`src/rtl/sprite_mover.sv`:
```
// Moves a SIZE x SIZE square one pixel per step tick in a latched button direction,
// clamping or wrapping at the screen edge and refusing steps into a fixed obstacle.
module sprite_mover #(
  parameter int SCREEN_W    = 96,
  parameter int SCREEN_H    = 64,
  parameter int SIZE        = 9,
  parameter int START_X     = 0,
  parameter int START_Y     = 54,
  parameter int STEP_DIV    = 833333,
  parameter int OBS_X0      = 65,
  parameter int OBS_X1      = 95,
  parameter int OBS_Y0      = 0,
  parameter int OBS_Y1      = 29,
  parameter int WRAP        = 0,
  parameter int STOP_ON_HIT = 0,
  localparam int XW = $clog2(SCREEN_W),
  localparam int YW = $clog2(SCREEN_H)
) (
  input  logic          clock_25Mhz,
  input  logic          reset_n,
  input  logic          switch,
  input  logic [3:0]    pb,
  output logic [XW-1:0] current_x,
  output logic [YW-1:0] current_y,
  output logic [3:0]    dir,
  output logic          step_tick,
  output logic          blocked
);

  localparam int SXW = XW + 2;
  localparam int SYW = YW + 2;
  localparam int CW  = (STEP_DIV > 1) ? $clog2(STEP_DIV) : 1;

  localparam logic [CW-1:0] TICK_LAST = CW'(STEP_DIV - 1);
  localparam logic [XW-1:0] HOME_X    = XW'(START_X);
  localparam logic [YW-1:0] HOME_Y    = YW'(START_Y);

  localparam logic signed [SXW-1:0] X_ONE  = 1;
  localparam logic signed [SXW-1:0] X_MAX  = SXW'(SCREEN_W - SIZE);
  localparam logic signed [SXW-1:0] X_SIZE = SXW'(SIZE);
  localparam logic signed [SXW-1:0] OX0    = SXW'(OBS_X0);
  localparam logic signed [SXW-1:0] OX1    = SXW'(OBS_X1);
  localparam logic signed [SYW-1:0] Y_ONE  = 1;
  localparam logic signed [SYW-1:0] Y_MAX  = SYW'(SCREEN_H - SIZE);
  localparam logic signed [SYW-1:0] Y_SIZE = SYW'(SIZE);
  localparam logic signed [SYW-1:0] OY0    = SYW'(OBS_Y0);
  localparam logic signed [SYW-1:0] OY1    = SYW'(OBS_Y1);

  // The home square must be a legal place to sit, otherwise switch=0 parks it illegally.
  if (START_X < 0 || START_Y < 0 ||
      START_X + SIZE > SCREEN_W || START_Y + SIZE > SCREEN_H ||
      (START_X <= OBS_X1 && START_X + SIZE - 1 >= OBS_X0 &&
       START_Y <= OBS_Y1 && START_Y + SIZE - 1 >= OBS_Y0) ||
      STEP_DIV < 1) begin : g_bad_config
    $error("sprite_mover: home square is off-screen or overlaps the obstacle, or STEP_DIV < 1");
  end

  logic [3:0]    pb_meta;
  logic [3:0]    pbs;
  logic [CW-1:0] tick_cnt;
  logic [3:0]    dir_pick;

  logic signed [SXW-1:0] x_s, nx, nx_w;
  logic signed [SYW-1:0] y_s, ny, ny_w;
  logic                  out_of_bounds;
  logic                  hit_obstacle;
  logic                  reject;
  logic                  move;

  always_ff @(posedge clock_25Mhz or negedge reset_n) begin
    if (!reset_n) begin
      pb_meta <= '0;
      pbs     <= '0;
    end else begin
      pb_meta <= pb;
      pbs     <= pb_meta;
    end
  end

  always_ff @(posedge clock_25Mhz or negedge reset_n) begin
    if (!reset_n) begin
      tick_cnt <= '0;
    end else if (!switch) begin
      tick_cnt <= '0;
    end else if (tick_cnt == TICK_LAST) begin
      tick_cnt <= '0;
    end else begin
      tick_cnt <= tick_cnt + 1'b1;
    end
  end

  assign step_tick = switch && (tick_cnt == TICK_LAST);

  always_comb begin
    dir_pick = 4'b0000;
    if      (pbs[0]) dir_pick = 4'b0001;
    else if (pbs[1]) dir_pick = 4'b0010;
    else if (pbs[2]) dir_pick = 4'b0100;
    else if (pbs[3]) dir_pick = 4'b1000;
  end

  // Candidate position; the two guard bits keep 0-1 negative instead of aliasing.
  always_comb begin
    x_s = $signed({2'b00, current_x});
    y_s = $signed({2'b00, current_y});
    nx  = x_s;
    ny  = y_s;
    if (dir[0]) ny = y_s - Y_ONE;
    if (dir[1]) ny = y_s + Y_ONE;
    if (dir[2]) nx = x_s - X_ONE;
    if (dir[3]) nx = x_s + X_ONE;

    nx_w          = nx;
    ny_w          = ny;
    out_of_bounds = 1'b0;
    if (WRAP != 0) begin
      if (nx[SXW-1])      nx_w = X_MAX;
      else if (nx > X_MAX) nx_w = '0;
      if (ny[SYW-1])      ny_w = Y_MAX;
      else if (ny > Y_MAX) ny_w = '0;
    end else begin
      out_of_bounds = nx[SXW-1] || (nx > X_MAX) || ny[SYW-1] || (ny > Y_MAX);
    end

    hit_obstacle = (nx_w <= OX1) && (nx_w + X_SIZE - X_ONE >= OX0) &&
                   (ny_w <= OY1) && (ny_w + Y_SIZE - Y_ONE >= OY0);
    reject       = out_of_bounds || hit_obstacle;
    move         = step_tick && (dir != 4'b0000);
    blocked      = move && reject;
  end

  always_ff @(posedge clock_25Mhz or negedge reset_n) begin
    if (!reset_n) begin
      current_x <= HOME_X;
      current_y <= HOME_Y;
    end else if (!switch) begin
      current_x <= HOME_X;
      current_y <= HOME_Y;
    end else if (move && !reject) begin
      current_x <= nx_w[XW-1:0];
      current_y <= ny_w[YW-1:0];
    end
  end

  // The step in the tick cycle already used the old dir; a rejection may clear it.
  always_ff @(posedge clock_25Mhz or negedge reset_n) begin
    if (!reset_n) begin
      dir <= 4'b0000;
    end else if (!switch) begin
      dir <= 4'b0000;
    end else if (blocked && (STOP_ON_HIT != 0)) begin
      dir <= 4'b0000;
    end else if (pbs != 4'b0000) begin
      dir <= dir_pick;
    end
  end

endmodule

```
`config.mk`:
```
export PLATFORM = sky130hd
export DESIGN_NAME = sprite_mover
export DESIGN_NICKNAME = d
export VERILOG_FILES = /design/src/rtl/sprite_mover.sv
export SDC_FILE = /design/constraint.sdc
export NUM_CORES = 1
export LEC_CHECK = 0
export ABC_CLOCK_PERIOD_IN_PS = 2950
export BUFFER_PORTS_ARGS = -buffer_cell sky130_fd_sc_hd__buf_2
export CAP_MARGIN = 20
export CORE_MARGIN = 2
export CORE_UTILIZATION = 50
export CTS_CLUSTER_SIZE = 8
export DETAILED_ROUTE_END_ITERATION = 16
export GPL_TIMING_DRIVEN = 0
export HOLD_SLACK_MARGIN = 0.05
export PLACE_DENSITY_LB_ADDON = 0.08
export REMOVE_ABC_BUFFERS = 1
export SETUP_SLACK_MARGIN = 0.1
export SYNTH_ARGS = -nofsm -noshare
export SYNTH_HDL_FRONTEND = slang
export SYNTH_SLANG_ARGS = --single-unit
```
`constraint.sdc`:
```
create_clock -name clock_25Mhz -period 2.95 [get_ports clock_25Mhz]
set_input_delay 0.295 -clock clock_25Mhz [delete_from_list [all_inputs] [get_ports clock_25Mhz]]
set_output_delay 0.295 -clock clock_25Mhz [all_outputs]
set_load 0.03 [all_outputs]
```
Word level (Yosys, flattened, before mapping)

Cells that the tools add are included.

Register bits after elaboration: 45
Bits of input ports: 7
Output and inout port bits: 19
Word-level logic and storage cells: 54

Add/subtract/negate cells: 9
Order comparisons: 6
Equality and inequality tests: 3
Multiplexer cells: 16
Reductions and logical operators: 14

Operators by type and width:

| kind                                                                                 | number |
|---|---|
| 20-bit 2-to-1 mux                                                                    | 2 |
| 4-bit 2-to-1 mux                                                                     | 6 |
| 20-bit by 1-bit adder with 20-bit output (second input constant)                     | 1 |
| 20-bit equality test (second input constant)                                         | 1 |
| 9-bit 2-to-1 mux                                                                     | 2 |
| 8-bit 2-to-1 mux                                                                     | 2 |
| 7-bit 2-to-1 mux                                                                     | 2 |
| 6-bit 2-to-1 mux                                                                     | 2 |
| 9-bit by 5-bit adder with 9-bit output (second input constant)                       | 1 |
| 9-bit by 8-bit greater-or-equal comparator with 1-bit output (second input constant) | 1 |
| 9-bit by 8-bit greater-than comparator with 1-bit output (second input constant)     | 1 |
| 9-bit by 8-bit less-or-equal comparator with 1-bit output (second input constant)    | 1 |
| 9-bit by 2-bit subtractor with 9-bit output (second input constant)                  | 1 |
| 7-bit by 1-bit adder with 8-bit output (second input constant)                       | 1 |
| 8-bit by 5-bit adder with 8-bit output (second input constant)                       | 1 |
| 8-bit by 1-bit greater-or-equal comparator with 1-bit output (second input constant) | 1 |
| 8-bit by 7-bit greater-than comparator with 1-bit output (second input constant)     | 1 |
| 8-bit by 6-bit less-or-equal comparator with 1-bit output (second input constant)    | 1 |
| 4-bit nonzero test                                                                   | 2 |
| 7-bit by 1-bit subtractor with 8-bit output (second input constant)                  | 1 |
| 8-bit by 2-bit subtractor with 8-bit output (second input constant)                  | 1 |
| 6-bit by 1-bit adder with 7-bit output (second input constant)                       | 1 |
| 1-bit logical AND                                                                    | 7 |
| 6-bit by 1-bit subtractor with 7-bit output (second input constant)                  | 1 |
| 3 further kinds                                                                      | 7 |

Logic depth before layout (Yosys ltp)

Depth in word-level cells: 14
Gate-level depth with buffers: 15
Gate-level depth less buffers: 14

Worst setup path after synthesis

OpenSTA, ideal clock, no wires.

Kind: register -> output
From: reg dir[2]
To: out blocked
Arrival time: 3,178 ps
Required time: 2,655 ps
Setup slack: -523 ps
Cell stages (with the launch flop): 14
Path buffers: 2
Cells stage by stage: dfrtp_1 > buf_4 > or3b_4 > o21a_1 > xor2_1 > inv_1 > ha_1 > inv_1 > a211o_1 > nor3_1 > o21a_1 > o41a_2 > buf_6 > and2b_1

Word-level cells in the longest chain between the ends: 10
Elaborated cells between the ends (all ways): 17
Those cells by class: add/sub (2); order compare (3); mux (2); reduce/logical (10)

Ends and longest elaborated chain:

| element                                                      | RTL line | text |
|---|---|---|
| start, declared                                              | 25       | `output logic [3:0] dir,` |
| start signal, assigned                                       | 154      | `dir <= dir_pick;` |
| 9-bit 2-to-1 mux                                             | 110      | `if (dir[2]) nx = x_s - X_ONE;` |
| 9-bit 2-to-1 mux                                             | 111      | `if (dir[3]) nx = x_s + X_ONE;` |
| 9-bit by 5-bit adder with 9-bit output                       | 125      | `hit_obstacle = (nx_w <= OX1) && (nx_w + X_SIZE - X_ONE >= OX0) &&` |
| 9-bit by 2-bit subtractor with 9-bit output                  | 125      |  |
| 9-bit by 8-bit greater-or-equal comparator with 1-bit output | 125      |  |
| 1-bit logical AND (2 in series)                              | 125      |  |
| 1-bit logical AND                                            | 126      | `(ny_w <= OY1) && (ny_w + Y_SIZE - Y_ONE >= OY0);` |
| 1-bit logical OR                                             | 127      | `reject = out_of_bounds \|\| hit_obstacle;` |
| 1-bit logical AND *                                          | 129      | `blocked = move && reject;` |
| end, declared                                                | 27       | `output logic blocked` |

Mark *: on every way between the ends. The rest lies on a longest branch, timed or not.

Worst setup path after layout

From: reg current_x[2]
To: out blocked

Word-level cells in the longest chain between the ends: 11
Elaborated cells between the ends (all ways): 17
Those cells by class: add/sub (4); order compare (3); mux (2); reduce/logical (8)

Ends and longest elaborated chain:

| element                                                      | RTL line | text |
|---|---|---|
| start, declared                                              | 23       | `output logic [XW-1:0] current_x,` |
| start signal, assigned                                       | 140      | `current_x <= nx_w[XW-1:0];` |
| 7-bit by 1-bit subtractor with 8-bit output                  | 110      |  |
| 9-bit 2-to-1 mux                                             | 110      |  |
| 9-bit 2-to-1 mux *                                           | 111      |  |
| 9-bit by 5-bit adder with 9-bit output                       | 125      |  |
| 9-bit by 2-bit subtractor with 9-bit output                  | 125      |  |
| 9-bit by 8-bit greater-or-equal comparator with 1-bit output | 125      |  |
| 1-bit logical AND (2 in series)                              | 125      |  |
| 1-bit logical AND                                            | 126      |  |
| 1-bit logical OR *                                           | 127      |  |
| 1-bit logical AND *                                          | 129      |  |

Marked as above.

==> flow_metrics.py <==
metrics = {
    "status": {
        "outcome": "finished with violations",
        "failed_checks": "negative setup slack",
    },
    "synth": {
        "synth_seq_cells": 45,
        "yosysWarnings": 0,
        "ys_seq_area_share_pct": 41.26,
        "ys.flop_type": "dfrtp_1",
        "ys_types": 61,
        "synth_top_family_by_area": "simple AND/OR/NAND/NOR gates",
        "synth_compound_area_share_pct": 13.56,
        "synth.area.mux_share_pct": 1.871,
        "synthCells": 296,
        "async_flop_share_pct": 100.0,
        "synth-simple-area-share_pct": 26.65,
        "syn_area_um2": 2741,
        "synth_adder_area_share_pct": 4.564,
        "synth_xor_area_share_pct": 7.394,
        "synth_edf_count": 0,
        "post_synth.cell_area_avg_um2": 9.261,
    },
    "drt": {
        "drt-met1-wl_um": 2838,
        "antenna_left": 0,
        "post_drt_wl_per_cell_um": 15.08,
        "viasPerCell": 5.623,
        "dr.pass1.iters": 4,
        "routed-via-count": 2294,
        "wl_um": 6152,
        "routed.top_layer": "met4",
        "route.met3.wl_um": 165,
        "route.met2.wl_um": 3092,
        "drc": 0,
        "initialDrtViolationCount": 113,
    },
    "sta": {
        "rsz0062_at_grt": "true",
        "layout_worst_path_cycle_share_pct": 113.2,
        "fin_skew_ns": 0.007207,
        "drv_slew": 0,
        "worst_pin_slew_ns": 0.7362,
        "hold_viol": 0,
        "fin_ws_ns": -0.3888,
        "period_minus_slack_ns": 3.339,
        "fmax_ghz": 0.2995,
        "relSlewSlack_pct": 50.92,
        "final-setup-viol-count": 14,
    },
    "clocking": {
        "cts.path.max_buffers": 2,
        "worst_skew_pair.late_latency_ns": 0.30,
        "cts-root-buf": "clkbuf_8",
        "path_clk_slew_ns": 0.09,
        "cts_tree": "yes",
        "htree_levels": 2,
        "cts_sinks": 45,
        "numCtsBuffers": 5,
    },
    "floorplan": {
        "core-area_um2": 5205,
        "rows": 26,
        "die_h_um": 78.05,
        "num_io_pins": 26,
        "initial_core_util_pct": 52.67,
        "die_w_um": 78.05,
        "dieArea_um2": 6091,
    },
    "place": {
        "pre_cts_slack_ns": -0.7040,
        "placed_area_um2": 2897,
        "place.gp.congestion": 0.8190,
        "dp_hpwl_um": 3888,
        "dp.cells": 379,
        "port_buffers": 25,
    },
    "power": {
        "intPower_w": 0.0008346,
        "pwr-share-comb_pct": 7.8,
        "peakVddDrop_mv": 0.2311,
        "p_clk_share_pct": 35.7,
        "power_switching_w": 0.0002942,
        "p_seq_share_pct": 56.5,
        "power.share.switching_pct": 26.06,
        "p_leak_nw": 1.565,
        "power_density_nw_per_um2": 333.5,
    },
    "grt": {
        "grt_util_all_layers_pct": 20.42,
        "grt_pass1_vias": 2083,
        "grt_pass1_wl_um": 9915,
        "grt_max_degree": 46,
        "antenna_found_initial": 0,
        "gr-total-overflow": 0,
    },
    "critical_path": {
        "path_max_fanout": 4,
        "r2r_setup_slack_ns": -0.30,
        "reg2reg_from": "current_x[2]",
        "path_class": "reg -> out",
        "cp.arrival_ns": 3.04,
        "critPathRequiredTime_ns": 2.65,
        "crit_start": "current_x[2]",
        "critPathLaunchType": "register",
        "endpoint_kind": "primary output",
    },
    "finish": {
        "final_common_cell": "dfrtp_1",
        "n_antenna_cell": 0,
        "fin_nets": 354,
        "area.growth.synth_to_final_pct": 23.46,
        "post-route-util_pct": 65.02,
        "final_cell_mix": "dfrtp_1 (36), nor2_1 (35), nand2_1 (25)",
        "drive_gt1_share_pct": 28.40,
        "fin_cells": 408,
        "final_area_um2": 3385,
    },
    "worst_hold_path": {
        "hp-start": "pb[1]",
        "hold_path.class": "in -> reg",
    },
    "run": {
        "maxCapViolCount": 0,
    },
}
[timing repair]
item                                   in CTS  in global routing
hold buffers                                0                  1
setup endpoints to repair                  14                 14
setup buffers                              14                  5
pin swaps                                  12                  7
endpoints found under the hold margin       0                  9
gates resized for setup                    25                 22
[cell type report]
class	count	area [um2]
timing repair buffer	46	347.8
clock inverter	3	25.02
fill	454	1821
clock buffer	5	68.82
inverter	19	71.32
tap	70	87.58
multi-input combinational	220	1647
sequential	45	1137
[power groups by stage]
stage	Combinational [W]	Sequential [W]	Clock, W
6_report	0.0000878	0.000638	0.000403
4_1_cts	0.0000774	0.000638	0.000420
5_1_grt	0.0000978	0.000640	0.000441
2_1_floorplan	0.0000338	0.000651	0
3_3_place_gp	0.0000657	0.000651	0
3_5_place_dp	0.0000668	0.000651	0
[per-layer routing]
| metal | up-vias | track usage [%] |
|---|---|---|
| met5 | - | 0 |
| met4 | 0 | 5.263 |
| met3 | 6 | 3.218 |
| met2 | 41 | 34.31 |
| met1 | 1117 | 27.72 |
| li1 | 1130 | - |
[cells by family after synthesis]
kind of cell	Yosys count
XOR/XNOR	21
adder cells (fa/ha/maj)	10
buffers and inverters	31
AO/OA/AOI/OAI	51
flip-flops	45
AND/OR/NAND/NOR	133
multiplexers	5
[final timing paths]
kind,cells past startpoint,end
worst max-delay path,11,blocked
worst min-delay path,1,pb_meta[1]
worst max register to register,15,current_x[6]
worst min register to register,0,pbs[1]
max in group asynchronous,3,current_y[5]
min in group asynchronous,2,tick_cnt[10]
[cell usage after synthesis, types with 2 or more instances]
cell	number	area share [%]
o21ai_0	6	1.1
nand3b_1	3	0.82
inv_1	18	2.5
nor3b_1	2	0.55
clkbuf_1	9	1.2
o211a_1	3	1.1
nor4bb_1	2	0.73
nor4b_1	2	0.64
a31oi_1	5	1.1
and4_1	3	0.96
and3_1	9	2.1
nand4_1	8	1.8
dfstp_2	4	3.8
a31o_2	3	0.96
mux2i_1	4	1.5
nand2_1	25	3.4
a21oi_1	11	2.0
o31ai_1	2	0.55
nand3_1	8	1.5
nor2_1	35	4.8
and2_1	4	0.91
o22a_1	2	0.64
nor2b_1	2	0.46
or3_1	2	0.46
and3b_1	2	0.64
xnor2_1	8	2.6
o21a_1	6	1.6
nor4_1	5	1.1
nor3_1	9	1.6
xor2_1	12	3.8
dfrtp_1	41	37
ha_1	10	4.6
nand2b_1	3	0.68
[flip-flops by register name (all words and copies together) (netlist names)]
register / count
tick_cnt: 20
current_x: 7
current_y: 6
dir: 4
pb_meta: 4
pbs: 4
[per-stage QoR]
step / hold slack (ns) / power [W] / TNS (ns)
2_1_floorplan: -0.0005911 / 0.0006853 / -3.215
3_3_place_gp: 0.3341 / 0.0007164 / -6.371
3_5_place_dp: 0.3347 / 0.0007181 / -7.433
4_1_cts: 0.08555 / 0.001136 / -3.905
5_1_grt: 0.07715 / 0.001179 / -4.801
6_report: 0.09758 / 0.001129 / -3.568
[critical path, stage by stage, from the launching register on]
cell and delay, ns:
dfrtp_2 0.42, or3b_4 0.42, o31a_4 0.31, xnor2_4 0.21, inv_2 0.09, ha_4 0.17
a31oi_4 0.14, a41oi_2 0.06, a2111oi_2 0.39, o41a_2 0.22, and2b_1 0.18, buf_6 0.13
No activity file was read; power rests on OpenSTA's default activity.
